<file path="config.mk">
export PLATFORM = sky130hd
export DESIGN_NAME = jbi_pktout_seq
export DESIGN_NICKNAME = d
export VERILOG_FILES = /design/src/rtl/jbi_pktout_seq.sv
export SDC_FILE = /design/constraint.sdc
export NUM_CORES = 1
export LEC_CHECK = 0
export ABC_AREA = 1
export CORE_AREA = 2 2 49 51
export CTS_CLUSTER_DIAMETER = 150
export DETAILED_ROUTE_END_ITERATION = 10
export DIE_AREA = 0 0 51 53
export GPL_ROUTABILITY_DRIVEN = 0
export GPL_TIMING_DRIVEN = 0
export PLACE_DENSITY = 0.81
export SKIP_CTS_REPAIR_TIMING = 1
export SLEW_MARGIN = 10
export SYNTH_ARGS = -nofsm -noshare
export SYNTH_HDL_FRONTEND = slang
export SYNTH_SLANG_ARGS = --single-unit
export TNS_END_PERCENT = 30
</file>
<file path="constraint.sdc">
create_clock -name clk -period 2.3 [get_ports clk]
set_input_delay 0.23 -clock clk [delete_from_list [all_inputs] [get_ports clk]]
set_output_delay 0.23 -clock clk [all_outputs]
set_load 0.02 [all_outputs]
</file>
<file path="src/rtl/jbi_pktout_seq.sv">
// Outbound JBus packet sequencer: steps one granted request through its bus
// cycles, pops the source queue on the last beat and inserts an idle gap.
module jbi_pktout_seq #(
  parameter int IDLE_GAP = 1
) (
  input  logic       clk,
  input  logic       rst,
  input  logic       req_vld,
  input  logic [2:0] req_queue,
  input  logic       req_wr,
  input  logic       req_nack,
  output logic       req_ack,
  output logic [2:0] sel_queue,
  output logic [3:0] sel_j_adbus,
  output logic [3:0] sct_rdq_pop,
  output logic       pio_rqq_pop,
  output logic       pio_ackq_pop,
  output logic       dbgq_pop,
  output logic       pkt_busy,
  output logic       illegal_req
);

  localparam logic [1:0] ST_IDLE = 2'd0;
  localparam logic [1:0] ST_PKT  = 2'd1;
  localparam logic [1:0] ST_GAP  = 2'd2;

  localparam int         GAP_M1   = (IDLE_GAP > 0) ? IDLE_GAP - 1 : 0;
  localparam logic [1:0] GAP_LOAD = 2'(GAP_M1);

  // Index of the final beat for a given request type.
  function automatic logic [1:0] last_beat(input logic [2:0] q, input logic wr);
    case (q)
      3'd4:       last_beat = wr ? 2'd1 : 2'd0;
      3'd5, 3'd7: last_beat = 2'd0;
      3'd6:       last_beat = 2'd1;
      default:    last_beat = 2'd3;
    endcase
  endfunction

  function automatic logic [3:0] beat_code(input logic [2:0] q, input logic nack,
                                           input logic [1:0] beat);
    case (q)
      3'd4:    beat_code = 4'd5 + {2'b00, beat};
      3'd5:    beat_code = nack ? 4'd8 : 4'd7;
      3'd6:    beat_code = 4'd9 + {2'b00, beat};
      3'd7:    beat_code = 4'd0;
      default: beat_code = 4'd1 + {2'b00, beat};
    endcase
  endfunction

  logic [1:0] state_reg, state_next;
  logic [1:0] beat_reg, beat_next;
  logic [1:0] gap_reg, gap_next;
  logic [2:0] q_reg, q_next;
  logic       wr_reg, wr_next;
  logic       nack_reg, nack_next;
  logic [2:0] sel_q_reg, sel_q_next;
  logic [3:0] sel_j_reg, sel_j_next;
  logic       pop_reg, pop_next;
  logic       last_cur;
  logic       accept;

  assign last_cur = (beat_reg == last_beat(q_reg, wr_reg));

  // With no gap, the last beat cycle can already accept the following packet.
  assign accept = req_vld && !rst &&
                  ((state_reg == ST_IDLE) ||
                   ((IDLE_GAP == 0) && (state_reg == ST_PKT) && last_cur));

  assign req_ack     = accept;
  assign illegal_req = accept && (req_queue == 3'd7);
  assign pkt_busy    = (state_reg != ST_IDLE);

  always_comb begin
    state_next = state_reg;
    beat_next  = beat_reg;
    gap_next   = gap_reg;
    q_next     = q_reg;
    wr_next    = wr_reg;
    nack_next  = nack_reg;
    sel_q_next = 3'd0;
    sel_j_next = 4'd0;
    pop_next   = 1'b0;

    case (state_reg)
      ST_PKT: begin
        if (!last_cur) begin
          beat_next  = beat_reg + 2'd1;
          sel_q_next = q_reg;
          sel_j_next = beat_code(q_reg, nack_reg, beat_reg + 2'd1);
          pop_next   = ((beat_reg + 2'd1) == last_beat(q_reg, wr_reg));
        end else if (IDLE_GAP > 0) begin
          state_next = ST_GAP;
          gap_next   = GAP_LOAD;
        end else begin
          state_next = ST_IDLE;
        end
      end
      ST_GAP: begin
        if (gap_reg == 2'd0) state_next = ST_IDLE;
        else gap_next = gap_reg - 2'd1;
      end
      default: ;
    endcase

    if (accept) begin
      q_next    = req_queue;
      wr_next   = req_wr;
      nack_next = req_nack;
      beat_next = 2'd0;
      // Queue 7 is swallowed: acknowledged but never put on the bus.
      if (req_queue != 3'd7) begin
        state_next = ST_PKT;
        sel_q_next = req_queue;
        sel_j_next = beat_code(req_queue, req_nack, 2'd0);
        pop_next   = (last_beat(req_queue, req_wr) == 2'd0);
      end else begin
        state_next = ST_IDLE;
      end
    end
  end

  always_ff @(posedge clk or posedge rst) begin
    if (rst) begin
      state_reg <= ST_IDLE;
      beat_reg  <= 2'd0;
      gap_reg   <= 2'd0;
      q_reg     <= 3'd0;
      wr_reg    <= 1'b0;
      nack_reg  <= 1'b0;
      sel_q_reg <= 3'd0;
      sel_j_reg <= 4'd0;
      pop_reg   <= 1'b0;
    end else begin
      state_reg <= state_next;
      beat_reg  <= beat_next;
      gap_reg   <= gap_next;
      q_reg     <= q_next;
      wr_reg    <= wr_next;
      nack_reg  <= nack_next;
      sel_q_reg <= sel_q_next;
      sel_j_reg <= sel_j_next;
      pop_reg   <= pop_next;
    end
  end

  assign sel_queue   = sel_q_reg;
  assign sel_j_adbus = sel_j_reg;

  // sel_queue is only nonzero during a packet, so it doubles as the pop target.
  generate
    for (genvar gi = 0; gi < 4; gi++) begin : g_sct_pop
      assign sct_rdq_pop[gi] = pop_reg && (sel_q_reg == 3'(gi));
    end
  endgenerate

  assign pio_rqq_pop  = pop_reg && (sel_q_reg == 3'd4);
  assign pio_ackq_pop = pop_reg && (sel_q_reg == 3'd5);
  assign dbgq_pop     = pop_reg && (sel_q_reg == 3'd6);

endmodule
</file>
==> summary.txt <==
Timing
  – Final worst setup slack: approximately 0.27 ns
  – Share of the clock period used by the worst path: approximately 88%
  – RSZ-0062 raised after global routing: no
  – Number of hold violations in the final report: 0
  – Total count of max-transition violations in the final report: 0
  – Final critical path time including I/O delays and setup: 2.031 ns
  – Accumulated negative setup slack: 0 ns
  – Slew @ Worst Pin: between 0.7 and 0.8 ns
  – Slew HR: between 50% and 60%
  – Number of endpoints failing setup at the final stage: 0
  – Worst hold margin: 0.3563 ns
  – Highest Clock Rate: 492.3 MHz
  – Maximum clock skew at final layout: roughly 0.0087 ns

Route
  – Number of design-rule violations left by the first detailed-router iteration: 14
  – # DRC: 0
  – Post-DR wirelength/cell: around 12 um
  – Residual antenna-violating net count after detailed routing: 0
  – Number of detailed-route iterations in the first pass: 4
  – Vias: approximately 1.1k
  – Post-detailed-route via-to-cell ratio: 5.166
  – Overall routed net length: ~2500 um

Synthesis
  – Number of synthesized flops with an enable pin: 0
  – Syn Inst Count: around 150
  – Number of distinct library cells after synthesis: 24
  – Synthesized Nets: 159
  – Yosys warnings: 0
  – Number of storage elements in the synthesis netlist: 19
  – Cell area after synthesis: 0.001110 mm^2
  – Synthesized area per cell: around 7.4 um^2
  – Leading register cell type out of synthesis: sky130_fd_sc_hd__dfrtp_1
  – Async set or reset register ratio after synthesis: 100.0%
  – Share of the yosys chip area belonging to registers: 42.84%

Final layout
  – Max reg flops: 4
  – Most used cells in the layout excluding fill and tap cells: 38 x sky130_fd_sc_hd__nand2_1, 24 x sky130_fd_sc_hd__inv_1, 23 x sky130_fd_sc_hd__clkdlybuf4s50_1, 19 x sky130_fd_sc_hd__dfrtp_1, 15 x sky130_fd_sc_hd__nor2_1
  – Most common cell after layout, fill and taps aside: sky130_fd_sc_hd__nand2_1
  – Final Net Count: between 150 and 200
  – Area occupied by registers: between 400 and 500 um^2
  – Filler instances: around 180
  – Count of non-filler cells in the finished layout: approximately 210
  – Share of layout cells above drive strength 1: 8.475%
  – Post-synthesis to final-layout area growth: 27.40%
  – Total area of multi-input combinational cells: roughly 500 um^2
  – Total inserted antenna cells: 0

Worst hold path
  – Tightest Hold Check Type: input port to asynchronous set/reset pin

Die
  – Row count: 17
  – Initial core utilization: around 52%
  – Number of ports placed on the die boundary: 25
  – Die W: 51 um
  – Vertical die dimension: between 50 and 60 um
  – Core Area: 0.002148 mm^2
  – Total die area: around 0.0027 mm^2

Setup path
  – R2R setup slack: about 0.85 ns
  – Top cell family by delay on the critical path: buffers and inverters
  – Worst stage delay on the critical path: ~0.63 ns
  – WP buf/inv: 2
  – Kind of end point of the critical path: output pin
  – Setup crit start kind: flip-flop
  – Critical-path top delay cell: sky130_fd_sc_hd__clkdlybuf4s50_1
  – Data arrival time at the worst-slack endpoint: around 1.8 ns
  – Cell-by-cell trace of the critical path: nor2_1, nand2_1, inv_1, clkdlybuf4s50_1
  – Crit path required time: 2.07 ns
  – Setup Crit Path Kind: flip-flop to output pin
  – Crit-path max FO: 5

Clocking
  – CTS Root Cell: sky130_fd_sc_hd__clkbuf_4
  – CTS H-tree lvls: 1
  – Clock insertion delay at the later pin of the skew report: around 0.30 ns
  – Number of buffers between clock root and the deepest sink: 2
  – Clock sinks: 19
  – Clock slew seen by the registers of the worst setup and hold paths: around 0.11 ns
  – CTS buffer count: 3
  – TritonCTS clock tree: yes

Global route
  – Global-route wire length before repair: approximately 4400 um
  – Via count of the first global-routing pass: slightly above 1k
  – Total grt overflow: 0
  – Antenna violations before repair: 0
  – Pin count of the biggest net entering global routing: 20
  – Overall fraction of global-route tracks in use: 22.46%

Placement
  – Detailed placement HPWL: approximately 2000 um
  – Placed cell count: between 200 and 250
  – Count of buffers from port buffering: 24
  – Worst slack at placement: between 0.15 and 0.2 ns

Pwr
  – Largest voltage drop on the vdd net: ~0.00067 V
  – Lkg Pwr: 0.0007192 uW
  – Total power of the final layout: between 1500 and 2000 uW
  – Total power divided by cell area: 1222 mW/mm^2

Outcome
  – Outcome: finished clean

Job
  – Number of violations of the max-capacitance limit: 0
[kinds of logic (layout without fill, tap and decap cells)]
| family | count (synthesis) | after routing | share of synthesized area [%] |
|---|---|---|---|
| and+or+nand+nor | 78 | 78 | 31.91 |
| DFF | 19 | 19 | 42.84 |
| adders and majority gates | 2 | 2 | 2.254 |
| xor gates and xnor gates | 2 | 2 | 1.579 |
| buffers and inverters | 29 | 57 | 11.39 |
| AOI/OAI and AO/OA | 19 | 19 | 10.04 |
[layer usage]
layer / vias to the layer above / track usage (%) / wire length [um]
li1: 530 / - / -
met3: 6 / 3.390 / 133
met5: - / 0 / 0
met1: 478 / 24.37 / 1034
met2: 45 / 40.26 / 1290
met4: 0 / 15.32 / 74
[stage by stage]
step | util, % | instance area, um^2
final | 65.81 | 1414
after global routing | 65.81 | 1414
after CTS | 65.70 | 1411
after detailed placement | 64.47 | 1385
after global placement | 64.47 | 1385
after floorplan | - | 1110
[synth_stat cells, types with 2 or more instances]
cell	instances	area [um^2]
sky130_fd_sc_hd__inv_1	24	90.09
sky130_fd_sc_hd__a21oi_1	2	10.01
sky130_fd_sc_hd__nand2_2	2	12.51
sky130_fd_sc_hd__nor3_1	4	20.02
sky130_fd_sc_hd__nand2_1	38	142.6
sky130_fd_sc_hd__o21ai_0	10	50.05
sky130_fd_sc_hd__nor2_1	15	56.30
sky130_fd_sc_hd__ha_1	2	25.02
sky130_fd_sc_hd__nand4_1	2	12.51
sky130_fd_sc_hd__nand3_1	13	65.06
sky130_fd_sc_hd__dfrtp_1	19	475.5
sky130_fd_sc_hd__o211ai_1	4	30.03
sky130_fd_sc_hd__inv_2	3	11.26
[power by group]
part           leakage [uW]  total (uW)  switching [uW]  internal, uW
combinational      0.000457         991             602           389
clock             0.0000150         171             103          67.7
sequential         0.000248         565             104           461
[worst paths after layout]
kind,end,depth (start not counted),from
worst min register to register,gap_reg[0]$_DFFE_PP0P_,2,gap_reg[0]$_DFFE_PP0P_
worst max-delay path,req_ack,4,state_reg[1]$_DFFE_PP0P_
worst min-delay path,gap_reg[0]$_DFFE_PP0P_,2,rst
min in group clk,gap_reg[0]$_DFFE_PP0P_,2,gap_reg[0]$_DFFE_PP0P_
max in group asynchronous,wr_reg$_DFFE_PP0P_,2,rst
worst max register to register,sel_j_adbus[1]$_DFF_PP0_,6,beat_reg[0]$_DFFE_PP0P_
[cell type report]
class / count / share of cell area, %
multi-input cells: 101 / 35.93
clock buffers: 4 / 1.858
flip-flops and latches: 19 / 33.63
plain buffers: 2 / 1.770
repair buffers: 24 / 17.17
inverters: 27 / 7.168
well taps: 28 / 2.478
Power figures use the tool's default switching activity.
